==> src/rtl/aes_pkg.sv <==
// aes_pkg: shared constants, types and GF(2^8) helpers for the AES-128
// decryption round engine.
//   AES_BLK_W / AES_WORD_W : block and key-word widths
//   RCON                   : round constants Rcon[0..9]
//   state_e                : round FSM states
//   INV_SR_MAP             : InvShiftRows source index for each output byte
//   gf_mul09/0b/0d/0e      : constant multipliers used by InvMixColumns
package aes_pkg;

    localparam int AES_BLK_W  = 128;
    localparam int AES_WORD_W = 32;

    localparam logic [7:0] RCON [10] = '{
        8'h01, 8'h02, 8'h04, 8'h08, 8'h10,
        8'h20, 8'h40, 8'h80, 8'h1b, 8'h36
    };

    typedef enum logic [1:0] {
        IDLE = 2'd0,
        SUB  = 2'd1,
        FIN  = 2'd2
    } state_e;

    // Output byte 4c+j (row j) is taken from input byte 4*((c-j) mod 4)+j:
    // row j is rotated right by j columns.
    localparam logic [3:0] INV_SR_MAP [16] = '{
        4'd0,  4'd13, 4'd10, 4'd7,
        4'd4,  4'd1,  4'd14, 4'd11,
        4'd8,  4'd5,  4'd2,  4'd15,
        4'd12, 4'd9,  4'd6,  4'd3
    };

    function automatic logic [7:0] xtime(input logic [7:0] b);
        return {b[6:0], 1'b0} ^ (b[7] ? 8'h1b : 8'h00);
    endfunction

    function automatic logic [7:0] gf_mul09(input logic [7:0] b);
        logic [7:0] b2, b4, b8;
        b2 = xtime(b);
        b4 = xtime(b2);
        b8 = xtime(b4);
        return b8 ^ b;
    endfunction

    function automatic logic [7:0] gf_mul0b(input logic [7:0] b);
        logic [7:0] b2, b4, b8;
        b2 = xtime(b);
        b4 = xtime(b2);
        b8 = xtime(b4);
        return b8 ^ b2 ^ b;
    endfunction

    function automatic logic [7:0] gf_mul0d(input logic [7:0] b);
        logic [7:0] b2, b4, b8;
        b2 = xtime(b);
        b4 = xtime(b2);
        b8 = xtime(b4);
        return b8 ^ b4 ^ b;
    endfunction

    function automatic logic [7:0] gf_mul0e(input logic [7:0] b);
        logic [7:0] b2, b4, b8;
        b2 = xtime(b);
        b4 = xtime(b2);
        b8 = xtime(b4);
        return b8 ^ b4 ^ b2;
    endfunction

    // One column; byte 0 (row 0) lives in bits [7:0].
    function automatic logic [31:0] inv_mix_col(input logic [31:0] col);
        logic [7:0] a0, a1, a2, a3, b0, b1, b2, b3;
        a0 = col[7:0];
        a1 = col[15:8];
        a2 = col[23:16];
        a3 = col[31:24];
        b0 = gf_mul0e(a0) ^ gf_mul0b(a1) ^ gf_mul0d(a2) ^ gf_mul09(a3);
        b1 = gf_mul09(a0) ^ gf_mul0e(a1) ^ gf_mul0b(a2) ^ gf_mul0d(a3);
        b2 = gf_mul0d(a0) ^ gf_mul09(a1) ^ gf_mul0e(a2) ^ gf_mul0b(a3);
        b3 = gf_mul0b(a0) ^ gf_mul0d(a1) ^ gf_mul09(a2) ^ gf_mul0e(a3);
        return {b3, b2, b1, b0};
    endfunction

    function automatic logic [AES_BLK_W-1:0] inv_mix_columns(input logic [AES_BLK_W-1:0] s);
        logic [AES_BLK_W-1:0] r;
        r = '0;
        for (int c = 0; c < 4; c++) begin
            r[32*c +: 32] = inv_mix_col(s[32*c +: 32]);
        end
        return r;
    endfunction

endpackage

==> src/rtl/aes_inv_round_inv_sbox.sv <==
// inv_sbox: combinational AES inverse S-box (256x8 ROM).
//   in_byte  : lookup address
//   out_byte : InvSubBytes(in_byte)
module inv_sbox (
    input  logic [7:0] in_byte,
    output logic [7:0] out_byte
);

    // Entry 0 sits in the most significant byte.
    localparam logic [2047:0] INV_SBOX_TBL = {
        128'h52096ad53036a538bf40a39e81f3d7fb,
        128'h7ce339829b2fff87348e4344c4dee9cb,
        128'h547b9432a6c2233dee4c950b42fac34e,
        128'h082ea16628d924b2765ba2496d8bd125,
        128'h72f8f66486689816d4a45ccc5d65b692,
        128'h6c704850fdedb9da5e154657a78d9d84,
        128'h90d8ab008cbcd30af7e45805b8b34506,
        128'hd02c1e8fca3f0f02c1afbd0301138a6b,
        128'h3a9111414f67dcea97f2cfcef0b4e673,
        128'h96ac7422e7ad3585e2f937e81c75df6e,
        128'h47f11a711d29c5896fb7620eaa18be1b,
        128'hfc563e4bc6d279209adbc0fe78cd5af4,
        128'h1fdda8338807c731b11210592780ec5f,
        128'h60517fa919b54a0d2de57a9f93c99cef,
        128'ha0e03b4dae2af5b0c8ebbb3c83539961,
        128'h172b047eba77d626e169146355210c7d
    };

    assign out_byte = INV_SBOX_TBL[8*(255 - int'(in_byte)) +: 8];

endmodule

==> src/rtl/aes_sbox.sv <==
// sbox: combinational AES forward S-box (256x8 ROM).
//   in_byte  : lookup address
//   out_byte : SubBytes(in_byte)
// Used by the inverse key step to form SubWord(RotWord(w3')).
module sbox (
    input  logic [7:0] in_byte,
    output logic [7:0] out_byte
);

    // Entry 0 sits in the most significant byte.
    localparam logic [2047:0] SBOX_TBL = {
        128'h637c777bf26b6fc53001672bfed7ab76,
        128'hca82c97dfa5947f0add4a2af9ca472c0,
        128'hb7fd9326363ff7cc34a5e5f171d83115,
        128'h04c723c31896059a071280e2eb27b275,
        128'h09832c1a1b6e5aa0523bd6b329e32f84,
        128'h53d100ed20fcb15b6acbbe394a4c58cf,
        128'hd0efaafb434d338545f9027f503c9fa8,
        128'h51a3408f929d38f5bcb6da2110fff3d2,
        128'hcd0c13ec5f974417c4a77e3d645d1973,
        128'h60814fdc222a908846eeb814de5e0bdb,
        128'he0323a0a4906245cc2d3ac629195e479,
        128'he7c8376d8dd54ea96c56f4ea657aae08,
        128'hba78252e1ca6b4c6e8dd741f4bbd8b8a,
        128'h703eb5664803f60e613557b986c11d9e,
        128'he1f8981169d98e949b1e87e9ce5528df,
        128'h8ca1890dbfe6426841992d0fb054bb16
    };

    assign out_byte = SBOX_TBL[8*(255 - int'(in_byte)) +: 8];

endmodule

==> src/rtl/aes_inv_round.sv <==
// aes_inv_round: one AES-128 decryption round plus the inverse key-schedule
// step K(r) -> K(r-1).
//
// Ports:
//   clock      rising-edge clock
//   reset      synchronous, active-high reset
//   start      request pulse, sampled only in IDLE
//   i_text     state entering the round (already XORed with K(r))
//   key        round key K(r)
//   round      r, legal range 1..10 (other values are ignored)
//   o_text     InvMixColumns(InvSubBytes(InvShiftRows(i_text)) ^ K(r-1)),
//              InvMixColumns bypassed when r == 1
//   o_key      K(r-1)
//   busy       high whenever the FSM is not in IDLE
//   done       one-cycle pulse; o_text/o_key valid from this cycle on
//   state_dbg  current FSM state (aes_pkg::state_e encoding)
//
// Handshake: a request is accepted on any rising edge where start=1, the FSM
// is in IDLE and round is 1..10; there is no back-pressure and no queueing,
// so start while busy is dropped. done pulses for exactly one cycle and the
// FSM is already IDLE in that cycle, so a new start may be issued alongside it.
// Results hold until the next completed round or reset.
//
// Build option: define AES_INV_PARALLEL_EN to process one column (four
// inverse S-boxes) per cycle, giving done 5 cycles after start instead of
// 17. Results are identical in both builds.
module aes_inv_round
    import aes_pkg::*;
(
    input  logic         clock,
    input  logic         reset,
    input  logic         start,
    input  logic [127:0] i_text,
    input  logic [127:0] key,
    input  logic [3:0]   round,
    output logic [127:0] o_text,
    output logic [127:0] o_key,
    output logic         busy,
    output logic         done,
    output logic [1:0]   state_dbg
);

`ifdef AES_INV_PARALLEL_EN
    localparam int CNT_W = 2;
`else
    localparam int CNT_W = 4;
`endif
    // SUB always ends when the counter is all ones (15 serial, 3 parallel).
    localparam logic [CNT_W-1:0] LAST_CNT = '1;

    state_e                  state_q, state_d;
    logic [CNT_W-1:0]        cnt_q, cnt_d;
    logic [AES_BLK_W-1:0]    text_q, text_d;
    logic [AES_BLK_W-1:0]    key_q, key_d;
    logic [3:0]              round_q, round_d;
    logic [AES_BLK_W-1:0]    stage_q, stage_d;
    logic [AES_WORD_W-1:0]   subw_q, subw_d;
    logic [AES_BLK_W-1:0]    o_text_q, o_text_d;
    logic [AES_BLK_W-1:0]    o_key_q, o_key_d;
    logic                    done_q, done_d;

    logic                    round_legal;
    logic [AES_WORD_W-1:0]   w0, w1, w2, w3;
    logic [AES_WORD_W-1:0]   w0_prev, w1_prev, w2_prev, w3_prev;
    logic [3:0]              rcon_idx;
    logic [AES_BLK_W-1:0]    key_prev;
    logic [AES_BLK_W-1:0]    add_key;
    logic [AES_BLK_W-1:0]    mixed;
    logic [1:0]              kb_sel;
    logic [7:0]              sb_in, sb_out;

    assign round_legal = (round != 4'd0) && (round <= 4'd10);

    // ------------------------------------------------------------------
    // Inverse key step. w1'..w3' are plain XORs of the registered key;
    // w0' needs SubWord(RotWord(w3')), collected byte by byte during SUB.
    // ------------------------------------------------------------------
    assign w0 = key_q[31:0];
    assign w1 = key_q[63:32];
    assign w2 = key_q[95:64];
    assign w3 = key_q[127:96];

    assign w3_prev  = w3 ^ w2;
    assign w2_prev  = w2 ^ w1;
    assign w1_prev  = w1 ^ w0;
    assign rcon_idx = round_q - 4'd1;
    assign w0_prev  = w0 ^ subw_q ^ {24'h000000, RCON[rcon_idx]};
    assign key_prev = {w3_prev, w2_prev, w1_prev, w0_prev};

    assign add_key  = stage_q ^ key_prev;
    assign mixed    = inv_mix_columns(add_key);

    // RotWord moves byte (k+1) mod 4 into byte k, so key byte k looks up
    // byte k+1 of w3'.
    assign kb_sel = cnt_q[1:0] + 2'd1;
    assign sb_in  = w3_prev[8*kb_sel +: 8];

    sbox u_sbox (
        .in_byte  (sb_in),
        .out_byte (sb_out)
    );

    // ------------------------------------------------------------------
    // InvShiftRows + InvSubBytes datapath
    // ------------------------------------------------------------------
`ifdef AES_INV_PARALLEL_EN
    logic [7:0] isb_in  [4];
    logic [7:0] isb_out [4];

    for (genvar j = 0; j < 4; j++) begin : g_isb
        assign isb_in[j] = text_q[8*INV_SR_MAP[{cnt_q, 2'(j)}] +: 8];
        inv_sbox u_inv_sbox (
            .in_byte  (isb_in[j]),
            .out_byte (isb_out[j])
        );
    end
`else
    logic [7:0] isb_in;
    logic [7:0] isb_out;

    assign isb_in = text_q[8*INV_SR_MAP[cnt_q] +: 8];

    inv_sbox u_inv_sbox (
        .in_byte  (isb_in),
        .out_byte (isb_out)
    );
`endif

    // ------------------------------------------------------------------
    // FSM next state and datapath updates
    // ------------------------------------------------------------------
    always_comb begin
        state_d  = state_q;
        cnt_d    = cnt_q;
        text_d   = text_q;
        key_d    = key_q;
        round_d  = round_q;
        stage_d  = stage_q;
        subw_d   = subw_q;
        o_text_d = o_text_q;
        o_key_d  = o_key_q;
        done_d   = 1'b0;

        unique case (state_q)
            IDLE: begin
                if (start && round_legal) begin
                    text_d  = i_text;
                    key_d   = key;
                    round_d = round;
                    cnt_d   = '0;
                    state_d = SUB;
                end
            end

            SUB: begin
`ifdef AES_INV_PARALLEL_EN
                for (int j = 0; j < 4; j++) begin
                    stage_d[32*cnt_q + 8*j +: 8] = isb_out[j];
                end
                subw_d[8*cnt_q +: 8] = sb_out;
`else
                stage_d[8*cnt_q +: 8] = isb_out;
                if (cnt_q < 4'd4) begin
                    subw_d[8*cnt_q[1:0] +: 8] = sb_out;
                end
`endif
                cnt_d = cnt_q + 1'b1;
                if (cnt_q == LAST_CNT) begin
                    state_d = FIN;
                end
            end

            FIN: begin
                o_key_d  = key_prev;
                o_text_d = (round_q == 4'd1) ? add_key : mixed;
                done_d   = 1'b1;
                state_d  = IDLE;
            end

            default: begin
                state_d = IDLE;
            end
        endcase
    end

    always_ff @(posedge clock) begin
        if (reset) begin
            state_q  <= IDLE;
            cnt_q    <= '0;
            text_q   <= '0;
            key_q    <= '0;
            round_q  <= '0;
            stage_q  <= '0;
            subw_q   <= '0;
            o_text_q <= '0;
            o_key_q  <= '0;
            done_q   <= 1'b0;
        end else begin
            state_q  <= state_d;
            cnt_q    <= cnt_d;
            text_q   <= text_d;
            key_q    <= key_d;
            round_q  <= round_d;
            stage_q  <= stage_d;
            subw_q   <= subw_d;
            o_text_q <= o_text_d;
            o_key_q  <= o_key_d;
            done_q   <= done_d;
        end
    end

    assign o_text    = o_text_q;
    assign o_key     = o_key_q;
    assign done      = done_q;
    assign busy      = (state_q != IDLE);
    assign state_dbg = state_q;

endmodule

==> config.mk <==
export PLATFORM = sky130hd
export DESIGN_NAME = aes_inv_round
export DESIGN_NICKNAME = d
export VERILOG_FILES = /design/src/rtl/aes_pkg.sv /design/src/rtl/aes_inv_round_inv_sbox.sv /design/src/rtl/aes_sbox.sv /design/src/rtl/aes_inv_round.sv
export SDC_FILE = /design/constraint.sdc
export NUM_CORES = 2
export LEC_CHECK = 0
export CORE_UTILIZATION = 57
export DETAILED_ROUTE_END_ITERATION = 7
export PLACE_DENSITY = 0.81
export SLEW_MARGIN = 20
export SYNTH_ARGS = -nofsm -noshare
export SYNTH_HDL_FRONTEND = slang
export SYNTH_SLANG_ARGS = --single-unit
==> constraint.sdc <==
create_clock -name clock -period 6.25 [get_ports clock]
set_clock_uncertainty 0.1 [all_clocks]
set_input_delay 0.9375 -clock clock [delete_from_list [all_inputs] [get_ports clock]]
set_output_delay 0.9375 -clock clock [all_outputs]
set_load 0.03 [all_outputs]
-- After elaboration in Yosys (flattened, before gate mapping)
Memories as Yosys holds them, arrays and structs flattened.
Cells that the tools add are included.
W data, S select, Z words.
- add/sub/neg operators: 7
- magnitude comparators: 4
- eq/ne operators: 6
- shifts and indexed selects: 8
- mux-type cells: 61
- bitwise gates (word level): 200
- reductions and logical operators: 10
- operators with widths (operator ; number):
    $shiftx A2048 B32 Y8 const A ; 2
    $xor A8 B8 Y8 ; 151
    $xor A8 B5 Y8 ; 41
    $mux W5 ; 48
    $bwmux W128 ; 1
    $mux W128 ; 1
    $shift A8 B34 Y128 const A ; 1
    $shiftx A128 B8 Y8 ; 1
    $shiftx A8 B34 Y128 ; 1
    $xor A128 B128 Y128 ; 1
    $xor A32 B32 Y32 ; 4
    $neg A5 Y34 ; 1
    $neg A7 Y34 ; 1
    $shift A8 B34 Y32 const A ; 1
    $shiftx A8 B34 Y32 ; 1
    $bwmux W32 ; 1
    $shiftx A32 B6 Y8 ; 1
    $xor A32 B8 Y32 ; 1
    $sub A8 B8 Y9 const A ; 2
    $mux W8 ; 2
    $mux W4 ; 3
    $ge A5 B5 Y1 const B ; 2
    $not A4 Y5 ; 2
    $pmux W4 S2 ; 1
    other kinds (18) ; 25
- register bits after elaboration: 683
- bits in read-only memories: 192
- word-level logic and storage cells: 308
- memories kept: 2
- memories (name ; words ; width ; read ports ; clocked after memory_dff ; write ports ; line ; RTL):
    (name not given) ; 16 ; 8 ; 1 ; 0 ; 0 ; aes_inv_round.sv:87 ; assign w0_prev = w0 ^ subw_q ^ {24'h000000, RCON[rcon_idx]};
    (name not given) ; 16 ; 4 ; 1 ; 0 ; 0 ; aes_inv_round.sv:121 ; assign isb_in = text_q[8*INV_SR_MAP[cnt_q] +: 8];

-- Longest topological paths before layout
- depth in word-level cells: 19
- gate-level depth with buffers: 23

-- By module
Synthesis repeated with hierarchy kept, for this count alone.
- cells, all modules: 5296
- area, all modules: 44450.1 µm²
- by module, submodules not included (module ; instances ; cells each ; area an instance (µm²) ; sequential area each (µm²)):
    aes_inv_round ; 1 ; 4213 ; 37666.1 ; 13673.1
    inv_sbox ; 1 ; 542 ; 3393.3 ; 0.0
    sbox ; 1 ; 541 ; 3390.8 ; 0.0

-- Worst setup path after synthesis
Ideal clock, no wire load.
- kind: register to register
- start: register cnt_q[0]
- end: register stage_q[105]
- library setup time: 91 ps
- data arrival time: 4796 ps
- data required time: 6059 ps
- setup slack: 1264 ps
- cell stages (with the launch flop): 24
- buffers on the path: 8
- period minus slack after synthesis: 4986 ps
- cell sequence: dfxtp_1 buf_4 buf_6 buf_6 buf_6 inv_2 ha_1 mux2i_1 xnor2_1 buf_2 or3_1 and2_1 buf_2 ha_1 clkbuf_1 inv_1 nor4_1 nor4_1 a221oi_1 a311oi_1 o21ai_1 o311ai_2 clkbuf_1 a311oi_1
- word-level cells in the longest chain between the ends: 9
- elaborated cells between the ends (all ways): 11
- classes of those cells: add/sub: 2; shift: 4; mux: 3; bitwise: 1; memory: 1
- ends and longest elaborated chain (element ; line ; RTL):
    start: declaration ; aes_inv_round.sv:52 ; logic [CNT_W-1:0] cnt_q, cnt_d;
    start signal: assignment ; aes_inv_round.sv:200 ; cnt_q <= cnt_d;
    $not A4 Y5 (implied by the code) ; aes_inv_round.sv:121 ;
    $mem_v2 Z16 W4 ; n/a ;
    $mux W4 (implied by the code) (2 in series) ; aes_inv_round.sv:121 ;
    $shiftx A128 B8 Y8 ; aes_inv_round.sv:121 ;
    $sub A8 B8 Y9 ; aes_inv_round_inv_sbox.sv:29 ; assign out_byte = INV_SBOX_TBL[8*(255 - int'(in_byte)) +: 8];
    $shiftx A2048 B32 Y8 ; aes_inv_round_inv_sbox.sv:29 ;
    $shiftx A8 B34 Y128 ; aes_inv_round.sv:162 ; stage_d[8*cnt_q +: 8] = isb_out;
    $bwmux W128 (*) ; aes_inv_round.sv:162 ;
    end signal: assignment ; aes_inv_round.sv:204 ; stage_q <= stage_d;
    end: declaration ; aes_inv_round.sv:56 ; logic [AES_BLK_W-1:0] stage_q, stage_d;
Mark *: on every way between the ends. The rest lies on a longest branch, timed or not. The select of a mux whose other input is x is not followed.
A chain may end at the register's enable or synchronous reset.

-- Worst setup path after layout
- start: register cnt_q[0]
- end: register stage_q[75]
The elaborated chain is that of the path after synthesis.

==> impl_metrics.env <==
export IMPL_status="completed"
export IMPL_die_area_sq_um=76770
export IMPL_vdd_drop_max_v=0.0002202
export IMPL_rsz0062_at_grt="no"
export IMPL_hold_viol=0
export IMPL_rows=100
export IMPL_clkTransAtPathRegs_ns=0.06
export IMPL_drtAntennaViolNets=0
export IMPL_synthArstFlopShare=0
export IMPL_netlist_area_sq_um=43130
export IMPL_grt_pass1_vias=42465
export IMPL_power_frac_clock=0.255
export IMPL_synthTopCellsByCount="nand2_1, xnor2_1, dfxtp_1"
export IMPL_seqPwrFrac=0.250
export IMPL_routedWlPerCell_um=29.74
export IMPL_clock_tree_root_cell="clkbuf_16"
export IMPL_max_freq_mhz=175.7
export IMPL_cts_tree="yes"
export IMPL_dr_pass1_iters=8
export IMPL_grt_pass1_wl_um=286200
export IMPL_n_fill_cell=5550
export IMPL_area_growth_pct=20.60
export IMPL_power_density_nw_per_um2=357.9
export IMPL_ctsHoldBuffers=0
export IMPL_hp_class="flop to flop"
export IMPL_die_w_um=277.1
export IMPL_slew_violations=0
export IMPL_final_setup_tns_ns=0
export IMPL_cts_resized=0
export IMPL_io_pins=523
export IMPL_tightestPinTransition_ns=1.227
export IMPL_cts_inserted_buffers=74
export IMPL_vias=45306
export IMPL_ys_top_cells_by_area="dfxtp_1, xnor2_1, nand2_1"
export IMPL_synth_seq_cells=683
export IMPL_post_route_util=0.6963
export IMPL_yosysMostFrequentCell="nand2_1"
export IMPL_sw_frac_of_total=0.4140
export IMPL_yosysTopAreaCell="dfxtp_1"
export IMPL_reg2reg_from="cnt_q[0]"
export IMPL_crit_path_end="stage_q[75]"
export IMPL_critPathKind="flop to flop"
export IMPL_ys_types=108
export IMPL_slew_headroom=0.1761
export IMPL_r2r_cells=18
export IMPL_portBuffers=522
export IMPL_avgSynthCellArea_sq_um=8.111
export IMPL_clock_sinks=683
export IMPL_total_power_mw=18.62
export IMPL_cp_required_ns=6.69
export IMPL_synthFlopType="dfxtp_1"
export IMPL_drive_gt1_frac=0.07565
export IMPL_drt_iter0_markers=7669
export IMPL_max_cap_viol_count=0
export IMPL_die_y_um=277.1
export IMPL_coreArea_sq_um=74700
export IMPL_routed_wl_um=200300
export IMPL_synth_fp_nets=5619
export IMPL_cp_arrival_ns=6.14
export IMPL_grt_max_degree=205
export IMPL_yosysTopAreaCellShare=0.3170
export IMPL_synth_edf_count=0
export IMPL_min_period_ns=5.692
export IMPL_power_frac_comb=0.496
export IMPL_routabilityCongestion=1.123
export IMPL_drc=0
export IMPL_nNetsFinal=5994
export IMPL_antenna_found_initial=13
export IMPL_yosys_warnings=0
export IMPL_cp_startpoint="cnt_q[0]"
export IMPL_p_leak_nw=17.75
export IMPL_reg2reg_slack_ns=0.56
export IMPL_cell_internal_pwr_mw=10.91
export IMPL_startpoint_type="flop"
export IMPL_start_util=0.5774
export IMPL_rr_endpoint="stage_q[75]"
export IMPL_cts_setup_buffers=0
export IMPL_clk_insertion_delay_late_ns=0.65
export IMPL_gr_usage_all_layers=0.5000
export IMPL_clock_path_buffers=3
export IMPL_setup_violations=0
export IMPL_avgViaCountPerCell=6.729
export IMPL_end_kind="flop"
export IMPL_ys_seq_area_frac=0.3170
export IMPL_cts_max_level=3
export IMPL_p_sw_mw=7.708
export IMPL_syn_inst=5317
export IMPL_finalCritPeriodShare=0.9107
export IMPL_path_max_fanout=16
export IMPL_hpwl_um=147600
export IMPL_overflow=0
[layer usage]
layer  share of wire  vias up  track usage
li1                -    19242            -
met1            0.36    21379       0.6126
met2            0.43     3778       0.7502
met3            0.14      901       0.1508
met4           0.083        6       0.3487
met5         0.00080        -            0
[cells in the final DEF, fill, tap and decap left out, drive strengths merged, types with 41 or more instances in the layout]
cell type | netlist | routed
a21oi | 450 | 450
o211ai | 44 | 44
nor2 | 414 | 414
nand3 | 96 | 96
o21ai | 272 | 272
xor2 | 323 | 323
clkbuf | 271 | 101
clkdlybuf4s50 | 0 | 521
a311oi | 41 | 41
dfxtp | 683 | 683
nand2 | 820 | 820
inv | 42 | 49
nor3 | 120 | 120
buf | 119 | 168
a211oi | 216 | 216
xnor2 | 762 | 762
[power groups by stage]
stage / combinational, mW / clock (mW) / sequential (mW)
4_1_cts: 8.84 / 4.70 / 4.63
2_1_floorplan: 6.43 / 0 / 4.63
3_3_place_gp: 8.72 / 0 / 4.72
3_5_place_dp: 8.77 / 0 / 4.73
6_report: 9.23 / 4.74 / 4.65
5_1_grt: 9.55 / 4.87 / 4.65
[area by class of cell]
cell class,count,area (sq um),area share
multi-input combinational,4201,27790,0.5342
sequential,683,13680,0.2629
timing repair buffer,689,6559,0.1261
clock buffer,101,2116,0.04068
tap,969,1212,0.02331
clock inverter,33,465.4,0.008949
inverter,43,161.4,0.003103
antenna,14,35.03,0.0006736
[state kept, by name, summed over array words and instances (netlist names)]
name	flops
state_dbg	2
subw_q	32
text_q	128
key_q	128
stage_q	128
o_text	128
o_key	128
done	1
cnt_q	4
round_q	4
[worst min-delay path by stage]
stage | startpoint | to | slack, ns | cells past startpoint
4_1_cts | text_q[60] | text_q[60] | 0.36 | 2
2_1_floorplan | stage_q[86] | stage_q[86] | 0.33 | 2
3_3_place_gp | text_q[123] | text_q[123] | 0.34 | 2
6_report | o_text[16] | o_text[16] | 0.35 | 2
3_5_place_dp | text_q[60] | text_q[60] | 0.35 | 2
5_1_grt | text_q[54] | text_q[54] | 0.37 | 2
[cell families after synthesis]
kind of cell,count (synthesis),share of synthesized area
and+or+nand+nor,1604,0.1587
AOI/OAI and AO/OA,1382,0.2104
xor gates and xnor gates,1109,0.2360
DFF,683,0.3170
buffers and inverters,433,0.04340
muxes,67,0.02315
adders and majority gates,39,0.01131
[critical path, cell delays in order (launching register included)]
cell and delay [ns]:
dfxtp_2 0.47, buf_4 0.26, nor2b_1 0.64, a22oi_1 0.27, a21o_1 0.26, and3_1 0.26, nor2_2 0.40, inv_2 0.22
ha_1 0.26, inv_1 0.06, buf_4 0.17, nor3_1 0.07, buf_4 0.20, nor3_1 0.79, o21ai_0 0.39, nand3_1 0.18
a21oi_1 0.10, buf_4 0.22, o21ai_0 0.23
[stage by stage]
stage	std cells	hold slack, ns	worst slack [ns]	cell area [sq um]
after floorplan	5317	0.3300	1.264	43130
after global placement	6584	0.3370	0.9943	49320
after detailed placement	6584	0.3469	0.8722	49330
after CTS	6718	0.3555	0.8079	51910
after global routing	6730	0.3749	0.4943	52000
final	6733	0.3545	0.5579	52010
Note: power is estimated with default switching activity, not from simulation.
